### src/rtl/fetch_queue_pkg.sv
// rtl/fetch_queue_pkg.sv - shared widths and entry layout for the fetch queue
package fetch_queue_pkg;

  localparam int ADDR_LEN     = 32;
  localparam int INSN_LEN     = 32;
  localparam int BHR_LEN      = 10;
  localparam int FQ_ENTRY_LEN = INSN_LEN + 2*ADDR_LEN + 1 + BHR_LEN;

  typedef struct packed {
    logic [INSN_LEN-1:0] inst;
    logic [ADDR_LEN-1:0] pc;
    logic [ADDR_LEN-1:0] npc;
    logic                pred;
    logic [BHR_LEN-1:0]  bhr;
  } fq_entry_t;

endpackage

### src/rtl/fetch_queue_if.sv
// rtl/fetch_queue_if.sv - fetch-side bundle input and decode-side two-slot output
interface fetch_queue_if
  import fetch_queue_pkg::*;
#(
  parameter int A_LEN = ADDR_LEN,
  parameter int I_LEN = INSN_LEN,
  parameter int B_LEN = BHR_LEN
) ();

  logic             in_valid;
  logic [A_LEN-1:0] in_pc;
  logic [I_LEN-1:0] in_inst1;
  logic [I_LEN-1:0] in_inst2;
  logic             in_invalid2;
  logic [A_LEN-1:0] in_npc;
  logic             in_predict_cond;
  logic [B_LEN-1:0] in_bhr;
  logic             in_ready;

  logic             out_ready;
  logic             out_valid1, out_valid2;
  logic [I_LEN-1:0] out_inst1, out_inst2;
  logic [A_LEN-1:0] out_pc1, out_pc2;
  logic [A_LEN-1:0] out_npc1, out_npc2;
  logic             out_pred1, out_pred2;
  logic [B_LEN-1:0] out_bhr1, out_bhr2;

  modport slave (
    input  in_valid, in_pc, in_inst1, in_inst2, in_invalid2, in_npc, in_predict_cond, in_bhr,
    output in_ready,
    input  out_ready,
    output out_valid1, out_valid2, out_inst1, out_inst2, out_pc1, out_pc2,
    output out_npc1, out_npc2, out_pred1, out_pred2, out_bhr1, out_bhr2
  );

  modport master (
    output in_valid, in_pc, in_inst1, in_inst2, in_invalid2, in_npc, in_predict_cond, in_bhr,
    input  in_ready,
    output out_ready,
    input  out_valid1, out_valid2, out_inst1, out_inst2, out_pc1, out_pc2,
    input  out_npc1, out_npc2, out_pred1, out_pred2, out_bhr1, out_bhr2
  );

endinterface

### src/rtl/fetch_queue_ram.sv
// rtl/fetch_queue_ram.sv - entry array with writes at idx/idx+1 and async reads at idx/idx+1
module fq_ram
  import fetch_queue_pkg::*;
#(
  parameter int DEPTH = 8,
  parameter int WIDTH = FQ_ENTRY_LEN,
  localparam int AW   = $clog2(DEPTH)
) (
  input  logic             clk,
  input  logic             reset,
  input  logic             we0,
  input  logic             we1,
  input  logic [AW-1:0]    widx,
  input  logic [WIDTH-1:0] wdata0,
  input  logic [WIDTH-1:0] wdata1,
  input  logic [AW-1:0]    ridx,
  output logic [WIDTH-1:0] rdata0,
  output logic [WIDTH-1:0] rdata1
);

  logic [DEPTH-1:0][WIDTH-1:0] mem_q, mem_d;
  logic [AW-1:0]               widx1, ridx1;

  always_comb begin
    widx1 = widx + AW'(1);
    ridx1 = ridx + AW'(1);
    mem_d = mem_q;
    if (we0) mem_d[widx]  = wdata0;
    if (we1) mem_d[widx1] = wdata1;
    rdata0 = mem_q[ridx];
    rdata1 = mem_q[ridx1];
  end

  always_ff @(posedge clk or negedge reset) begin
    if (!reset) mem_q <= '0;
    else        mem_q <= mem_d;
  end

endmodule

### src/rtl/fetch_queue.sv
// rtl/fetch_queue.sv - 2-wide fetch-to-decode FIFO with bundle split and mispredict flush
module fetch_queue
  import fetch_queue_pkg::*;
#(
  parameter int DEPTH    = 8,
  parameter int A_LEN    = ADDR_LEN,
  parameter int I_LEN    = INSN_LEN,
  parameter int B_LEN    = BHR_LEN,
  localparam int AW      = $clog2(DEPTH),
  localparam int CW      = AW + 1
) (
  input  logic          clk,
  input  logic          reset,
  input  logic          flush,
  fetch_queue_if.slave  fq,
  output logic [CW-1:0] count
);

  localparam int EW = I_LEN + 2*A_LEN + 1 + B_LEN;

  logic [AW-1:0] head_q, head_d, tail_q, tail_d;
  logic [CW-1:0] count_q, count_d;
  logic          in_ready, push, valid1, valid2, we0, we1;
  logic [1:0]    push_n, pop_n;
  logic [EW-1:0] wdata0, wdata1, rdata0, rdata1;
  logic [A_LEN-1:0] pc_plus4;

  always_comb begin
    valid1   = count_q != '0;
    valid2   = count_q >= CW'(2);
    // Depends on registered count only, so no in->out combinational path.
    in_ready = count_q <= CW'(DEPTH - 2);
    push     = fq.in_valid && in_ready;
    push_n   = !push ? 2'd0 : (fq.in_invalid2 ? 2'd1 : 2'd2);
    pop_n    = !fq.out_ready ? 2'd0 : (valid2 ? 2'd2 : (valid1 ? 2'd1 : 2'd0));
    we0      = push && !flush;
    we1      = push && !flush && !fq.in_invalid2;

    pc_plus4 = fq.in_pc + A_LEN'(4);
    wdata0   = fq.in_invalid2
             ? {fq.in_inst1, fq.in_pc, fq.in_npc, fq.in_predict_cond, fq.in_bhr}
             : {fq.in_inst1, fq.in_pc, pc_plus4, 1'b0, fq.in_bhr};
    wdata1   = {fq.in_inst2, pc_plus4, fq.in_npc, fq.in_predict_cond, fq.in_bhr};

    if (flush) begin
      head_d  = '0;
      tail_d  = '0;
      count_d = '0;
    end else begin
      head_d  = head_q + AW'(pop_n);
      tail_d  = tail_q + AW'(push_n);
      count_d = count_q + CW'(push_n) - CW'(pop_n);
    end
  end

  always_ff @(posedge clk or negedge reset) begin
    if (!reset) begin
      head_q  <= '0;
      tail_q  <= '0;
      count_q <= '0;
    end else begin
      head_q  <= head_d;
      tail_q  <= tail_d;
      count_q <= count_d;
    end
  end

  fq_ram #(.DEPTH(DEPTH), .WIDTH(EW)) u_ram (
    .clk    (clk),
    .reset  (reset),
    .we0    (we0),
    .we1    (we1),
    .widx   (tail_q),
    .wdata0 (wdata0),
    .wdata1 (wdata1),
    .ridx   (head_q),
    .rdata0 (rdata0),
    .rdata1 (rdata1)
  );

  // Entry layout, MSB first: inst | pc | npc | pred | bhr.
  always_comb begin
    fq.in_ready   = in_ready;
    fq.out_valid1 = valid1;
    fq.out_valid2 = valid2;
    fq.out_inst1  = valid1 ? rdata0[EW-1 -: I_LEN]           : '0;
    fq.out_pc1    = valid1 ? rdata0[EW-I_LEN-1 -: A_LEN]     : '0;
    fq.out_npc1   = valid1 ? rdata0[B_LEN+1 +: A_LEN]        : '0;
    fq.out_pred1  = valid1 ? rdata0[B_LEN]                   : 1'b0;
    fq.out_bhr1   = valid1 ? rdata0[B_LEN-1:0]               : '0;
    fq.out_inst2  = valid2 ? rdata1[EW-1 -: I_LEN]           : '0;
    fq.out_pc2    = valid2 ? rdata1[EW-I_LEN-1 -: A_LEN]     : '0;
    fq.out_npc2   = valid2 ? rdata1[B_LEN+1 +: A_LEN]        : '0;
    fq.out_pred2  = valid2 ? rdata1[B_LEN]                   : 1'b0;
    fq.out_bhr2   = valid2 ? rdata1[B_LEN-1:0]               : '0;
  end

  assign count = count_q;

  a_no_overflow: assert property (@(posedge clk) disable iff (!reset)
    ({1'b0, count_q} + (CW+1)'(push_n)) <= (CW+1)'(DEPTH));
  a_no_underflow: assert property (@(posedge clk) disable iff (!reset)
    CW'(pop_n) <= count_q);
  a_count_bound: assert property (@(posedge clk) disable iff (!reset)
    count_q <= CW'(DEPTH));

endmodule

### src/flat_wrapper.sv
// flat-port wrapper written by rule: the top's interface ports become plain ports
module fetch_queue_flat import fetch_queue_pkg::*;
#(
  parameter int DEPTH    = 8,
  parameter int A_LEN    = ADDR_LEN,
  parameter int I_LEN    = INSN_LEN,
  parameter int B_LEN    = BHR_LEN,
  localparam int AW      = $clog2(DEPTH),
  localparam int CW      = AW + 1
)
  (clk, reset, flush, count, fq_in_valid, fq_in_pc, fq_in_inst1, fq_in_inst2, fq_in_invalid2, fq_in_npc, fq_in_predict_cond, fq_in_bhr, fq_in_ready, fq_out_ready, fq_out_valid1, fq_out_valid2, fq_out_inst1, fq_out_inst2, fq_out_pc1, fq_out_pc2, fq_out_npc1, fq_out_npc2, fq_out_pred1, fq_out_pred2, fq_out_bhr1, fq_out_bhr2);
  fetch_queue_if #(.A_LEN(A_LEN), .I_LEN(I_LEN), .B_LEN(B_LEN)) fq_i ();
  input  logic clk;
  input  logic reset;
  input  logic flush;
  output logic [CW-1:0] count;
  input wire logic [$bits(fq_i.in_valid)-1:0] fq_in_valid;
  input wire logic [$bits(fq_i.in_pc)-1:0] fq_in_pc;
  input wire logic [$bits(fq_i.in_inst1)-1:0] fq_in_inst1;
  input wire logic [$bits(fq_i.in_inst2)-1:0] fq_in_inst2;
  input wire logic [$bits(fq_i.in_invalid2)-1:0] fq_in_invalid2;
  input wire logic [$bits(fq_i.in_npc)-1:0] fq_in_npc;
  input wire logic [$bits(fq_i.in_predict_cond)-1:0] fq_in_predict_cond;
  input wire logic [$bits(fq_i.in_bhr)-1:0] fq_in_bhr;
  output wire logic [$bits(fq_i.in_ready)-1:0] fq_in_ready;
  input wire logic [$bits(fq_i.out_ready)-1:0] fq_out_ready;
  output wire logic [$bits(fq_i.out_valid1)-1:0] fq_out_valid1;
  output wire logic [$bits(fq_i.out_valid2)-1:0] fq_out_valid2;
  output wire logic [$bits(fq_i.out_inst1)-1:0] fq_out_inst1;
  output wire logic [$bits(fq_i.out_inst2)-1:0] fq_out_inst2;
  output wire logic [$bits(fq_i.out_pc1)-1:0] fq_out_pc1;
  output wire logic [$bits(fq_i.out_pc2)-1:0] fq_out_pc2;
  output wire logic [$bits(fq_i.out_npc1)-1:0] fq_out_npc1;
  output wire logic [$bits(fq_i.out_npc2)-1:0] fq_out_npc2;
  output wire logic [$bits(fq_i.out_pred1)-1:0] fq_out_pred1;
  output wire logic [$bits(fq_i.out_pred2)-1:0] fq_out_pred2;
  output wire logic [$bits(fq_i.out_bhr1)-1:0] fq_out_bhr1;
  output wire logic [$bits(fq_i.out_bhr2)-1:0] fq_out_bhr2;
  assign fq_i.in_valid = fq_in_valid;
  assign fq_i.in_pc = fq_in_pc;
  assign fq_i.in_inst1 = fq_in_inst1;
  assign fq_i.in_inst2 = fq_in_inst2;
  assign fq_i.in_invalid2 = fq_in_invalid2;
  assign fq_i.in_npc = fq_in_npc;
  assign fq_i.in_predict_cond = fq_in_predict_cond;
  assign fq_i.in_bhr = fq_in_bhr;
  assign fq_in_ready = fq_i.in_ready;
  assign fq_i.out_ready = fq_out_ready;
  assign fq_out_valid1 = fq_i.out_valid1;
  assign fq_out_valid2 = fq_i.out_valid2;
  assign fq_out_inst1 = fq_i.out_inst1;
  assign fq_out_inst2 = fq_i.out_inst2;
  assign fq_out_pc1 = fq_i.out_pc1;
  assign fq_out_pc2 = fq_i.out_pc2;
  assign fq_out_npc1 = fq_i.out_npc1;
  assign fq_out_npc2 = fq_i.out_npc2;
  assign fq_out_pred1 = fq_i.out_pred1;
  assign fq_out_pred2 = fq_i.out_pred2;
  assign fq_out_bhr1 = fq_i.out_bhr1;
  assign fq_out_bhr2 = fq_i.out_bhr2;
  fetch_queue #(.DEPTH(DEPTH), .A_LEN(A_LEN), .I_LEN(I_LEN), .B_LEN(B_LEN)) u_core (.clk(clk), .reset(reset), .flush(flush), .fq(fq_i), .count(count));
endmodule
### config.mk
export PLATFORM = sky130hd
export DESIGN_NAME = fetch_queue_flat
export DESIGN_NICKNAME = d
export VERILOG_FILES = /design/src/rtl/fetch_queue_pkg.sv /design/src/rtl/fetch_queue_if.sv /design/src/rtl/fetch_queue_ram.sv /design/src/rtl/fetch_queue.sv /design/src/flat_wrapper.sv
export SDC_FILE = /design/constraint.sdc
export NUM_CORES = 2
export LEC_CHECK = 0
export ABC_CLOCK_PERIOD_IN_PS = 5200
export CAP_MARGIN = 20
export CORE_MARGIN = 5
export CORE_UTILIZATION = 36
export DETAILED_ROUTE_END_ITERATION = 8
export PLACE_DENSITY = 0.61
export SLEW_MARGIN = 20
export SYNTH_ARGS = -nofsm -noshare
export SYNTH_HDL_FRONTEND = slang
export SYNTH_SLANG_ARGS = --single-unit
export TNS_END_PERCENT = 20
### constraint.sdc
create_clock -name clk -period 5.2 [get_ports clk]
set_clock_uncertainty 0.15 [all_clocks]
set_input_delay 1.56 -clock clk [delete_from_list [all_inputs] [get_ports clk]]
set_output_delay 1.56 -clock clk [all_outputs]
set_load 0.05 [all_outputs]
==> flow_summary_export.csv <==
group,metric,value,unit
pwr,power_frac_comb,53.0,%
sta,timing.fmax,195.5,MHz
routing,wire_per_inst,33.02,um
floorplan,die_y,392.2,um
worst_setup_path,cp_max_fo,22,
cts,cts_buffer_depth,3,
sta,setup_tns,0,ns
outcome,status,"complete, no violations",
worst_setup_path,reg2regPathDepth,8,
worst_hold_path,min_to,"u_core.u_ram.mem_q[793]",
flow_run,maxCapViolCount,0,
synth,synth.most_common_cell,"nand2_1",
routing,drtIter0Drc,7543,
cts,hold_buffers,0,
synth,synth_top_cell_by_area,"dfrtp_1",
synth,ys_top_cells_by_count,"nand2_1, dfrtp_1, nor2_1",
worst_setup_path,rrSetupSlack,1.27,ns
finish,final_util,43.38,%
synth,synth_top_area_share,41.22,%
synth,synth-main-ff-cell,"dfrtp_1",
place,dp_hpwl,151900,um
worst_setup_path,rr_startpoint,"u_core.tail_q[0]",
routing,drt-total-wl,245500,um
worst_setup_path,cp-startpoint,"u_core.head_q[0]",
worst_setup_path,crit_type,"flip-flop to output port",
synth,synth_area,0.05257,sq mm
grt,grt_pass1_vias,49098,
worst_hold_path,hold_class,"flip-flop to flip-flop",
pwr,p_clk_share,17.9,%
grt,grt-ovfl-total,0,
grt,grt_pass1_wl,351500,um
sta,worstMarginPinSlew,1.115,ns
worst_setup_path,reg2reg_to,"u_core.u_ram.mem_q[144]",
sta,fin_crit_sh,98.38,%
sta,fin_crit,5.116,ns
sta,rsz0062_at_grt,"false",
pwr,p_int,22.48,mW
floorplan,die_w,392.2,um
worst_hold_path,holdCritStartpoint,"u_core.u_ram.mem_q[793]",
synth,ys_seq_area_share,41.22,%
grt,antenna_found_initial,39,
floorplan,ios,366,
place,placed_cells,7222,
cts,cts_buffers,97,
routing,via_per_inst,6.707,
routing,first_pass_iters,8,
worst_setup_path,startpoint_type,"flip-flop",
routing,vias,49852,
sta,setup-violations-final,0,
cts,root_buffer,"clkbuf_16",
grt,track_usage,31.00,%
finish,post-route-cell-area,0.06307,sq mm
pwr,p_sw,18.02,mW
floorplan,rows,140,
synth,synth-edff-count,0,
routing,drc,0,
cts,htree_levels,3,
place,place_area,0.05956,sq mm
synth,syn_area_per_cell,9.995,sq um
cts,numClockSinks,866,
sta,drv_slew,0,
place,portBuffers,365,
finish,n_fill_cell,13765,
synth,synth_fp_nets,5420,
pwr,seqPwrFrac,29.0,%
synth,synthCells,5260,
floorplan,die_area,0.1538,sq mm
synth,yosys_warnings,0,
synth,ys_ff_latch,866,
finish,layout.nets,5571,
sta,max-slew-margin-rel,25.51,%
pwr,irDropWorstVdd,0.0005771,V
synth,netlist_top_cells_area,"dfrtp_1, mux4_2, nand2_1",
floorplan,core_area,0.1454,sq mm
worst_setup_path,worstSetupEndpointType,"output port",
synth,ys_types,93,
pwr,p_leak,25.78,nW
cts,cts_tree,"done",
place,gp_congestion,0.9944,
floorplan,start_util,36.16,%
worst_setup_path,arrival,3.41,ns
finish,syn_to_final_growth,19.96,%
cts,insertion_delay,0.71,ns
synth,synthArstFlopShare,100.0,%
finish,stdcell_count,7433,
pwr,power_density,642.1,mW/mm^2
grt,grt_start_max_net_pins,140,
cts,clkTransAtPathRegs,0.06,ns
sta,hold_viol,0,
worst_hold_path,min_path_cells,2,
finish,drive_above_1_share,23.36,%
worst_setup_path,cp.required,3.49,ns
pwr,netSwitchingFraction,44.50,%
routing,drtAntennaViolNets,0,
[critical path, cell delays in order (launching register included)]
cell	delay [ns]
dfrtp_4	0.50
buf_12	0.17
ha_4	0.31
buf_12	0.15
buf_16	0.25
buf_12	0.22
mux4_2	0.52
nand2_1	0.08
a21oi_1	0.07
buf_4	0.22
buf_12	0.15
[layout by cell type (no fill, tap or decap), types with 42 or more instances in the layout]
cell type and instances:
nor2_1 578, mux2i_1 111, buf_12 123, clkbuf_16 98
o221a_2 94, a21oi_1 265, inv_1 51, o21ai_0 148
clkdlybuf4s50_1 161, nand3_1 121, nor3_1 87, nand2_1 917
o22ai_1 196, dfrtp_1 863, a22oi_1 206, mux4_2 428
a221o_1 42, buf_4 364
[metal layers]
layer / share of wire (%) / wire length (um) / GRT usage [%]
met1: 36 / 88700 / 39.48
met3: 13 / 32110 / 9.837
met2: 43 / 106300 / 45.62
met5: 0.061 / 149 / 0
met4: 7.4 / 18240 / 19.98
[per-stage QoR]
stage / hold slack [ns] / power (mW) / setup slack, ns
6_report: 0.3367 / 40.50 / 0.08430
5_1_grt: 0.3657 / 42.15 / 0.01271
4_1_cts: 0.3345 / 40.30 / 0.07661
3_5_place_dp: 0.3216 / 32.96 / 0.3119
3_3_place_gp: 0.3129 / 32.56 / 0.2941
2_1_floorplan: 0.3002 / 24.88 / 0.5361
[final cells by class]
cell class / instances / area (sq um) / share of cell area [%]
Multi-Input combinational cell: 3742 / 28550 / 45.26
Sequential cell: 866 / 21680 / 34.38
Timing Repair Buffer: 652 / 6887 / 10.92
Clock buffer: 154 / 2993 / 4.745
Tap cell: 1917 / 2399 / 3.803
Clock inverter: 26 / 305.3 / 0.4841
Inverter: 52 / 195.2 / 0.3095
Antenna cell: 24 / 60.06 / 0.09523
[power by group through the flow]
stage | registers [mW] | clock network (mW) | logic [mW]
2_1_floorplan | 10.9 | 0 | 14.0
3_3_place_gp | 11.5 | 0 | 21.0
3_5_place_dp | 11.7 | 0 | 21.2
4_1_cts | 11.6 | 7.26 | 21.4
5_1_grt | 12.0 | 7.55 | 22.6
6_report | 11.8 | 7.26 | 21.5
[registers in the layout (all words and copies together), names as in the netlist]
signal	count
u_core.tail_q	3
u_core.count	4
u_core.head_q	3
u_core.u_ram.mem_q	856
[worst max path at each step]
stage,to,slack (ns),cells past startpoint
2_1_floorplan,fq_out_inst1[12],0.54,9
3_3_place_gp,u_core.u_ram.mem_q[668],0.29,8
3_5_place_dp,u_core.u_ram.mem_q[668],0.31,8
4_1_cts,fq_out_pc2[15],0.08,10
5_1_grt,fq_out_npc2[22],0.01,8
6_report,fq_out_pc2[15],0.08,10
[cells by family (layout without fill, tap and decap cells)]
group	after synthesis	count (layout)	share of synthesized area, %
AOI/OAI and AO/OA	1257	1257	16.73
xor gates and xnor gates	24	24	0.4927
adders and majority gates	15	15	0.4141
buffers and inverters	652	884	5.176
DFF	866	866	41.22
muxes	554	554	20.77
other	0	24	0
and+or+nand+nor	1892	1892	15.20
[what timing repair did]
action / CTS / global route
gates cloned: 1 / 0
buffers inserted: 6 / 0
pin swaps: 1 / 0
setup endpoints to repair: 37 / 1
gates resized for setup: 1 / 1
(Power assumes the default switching activity.)
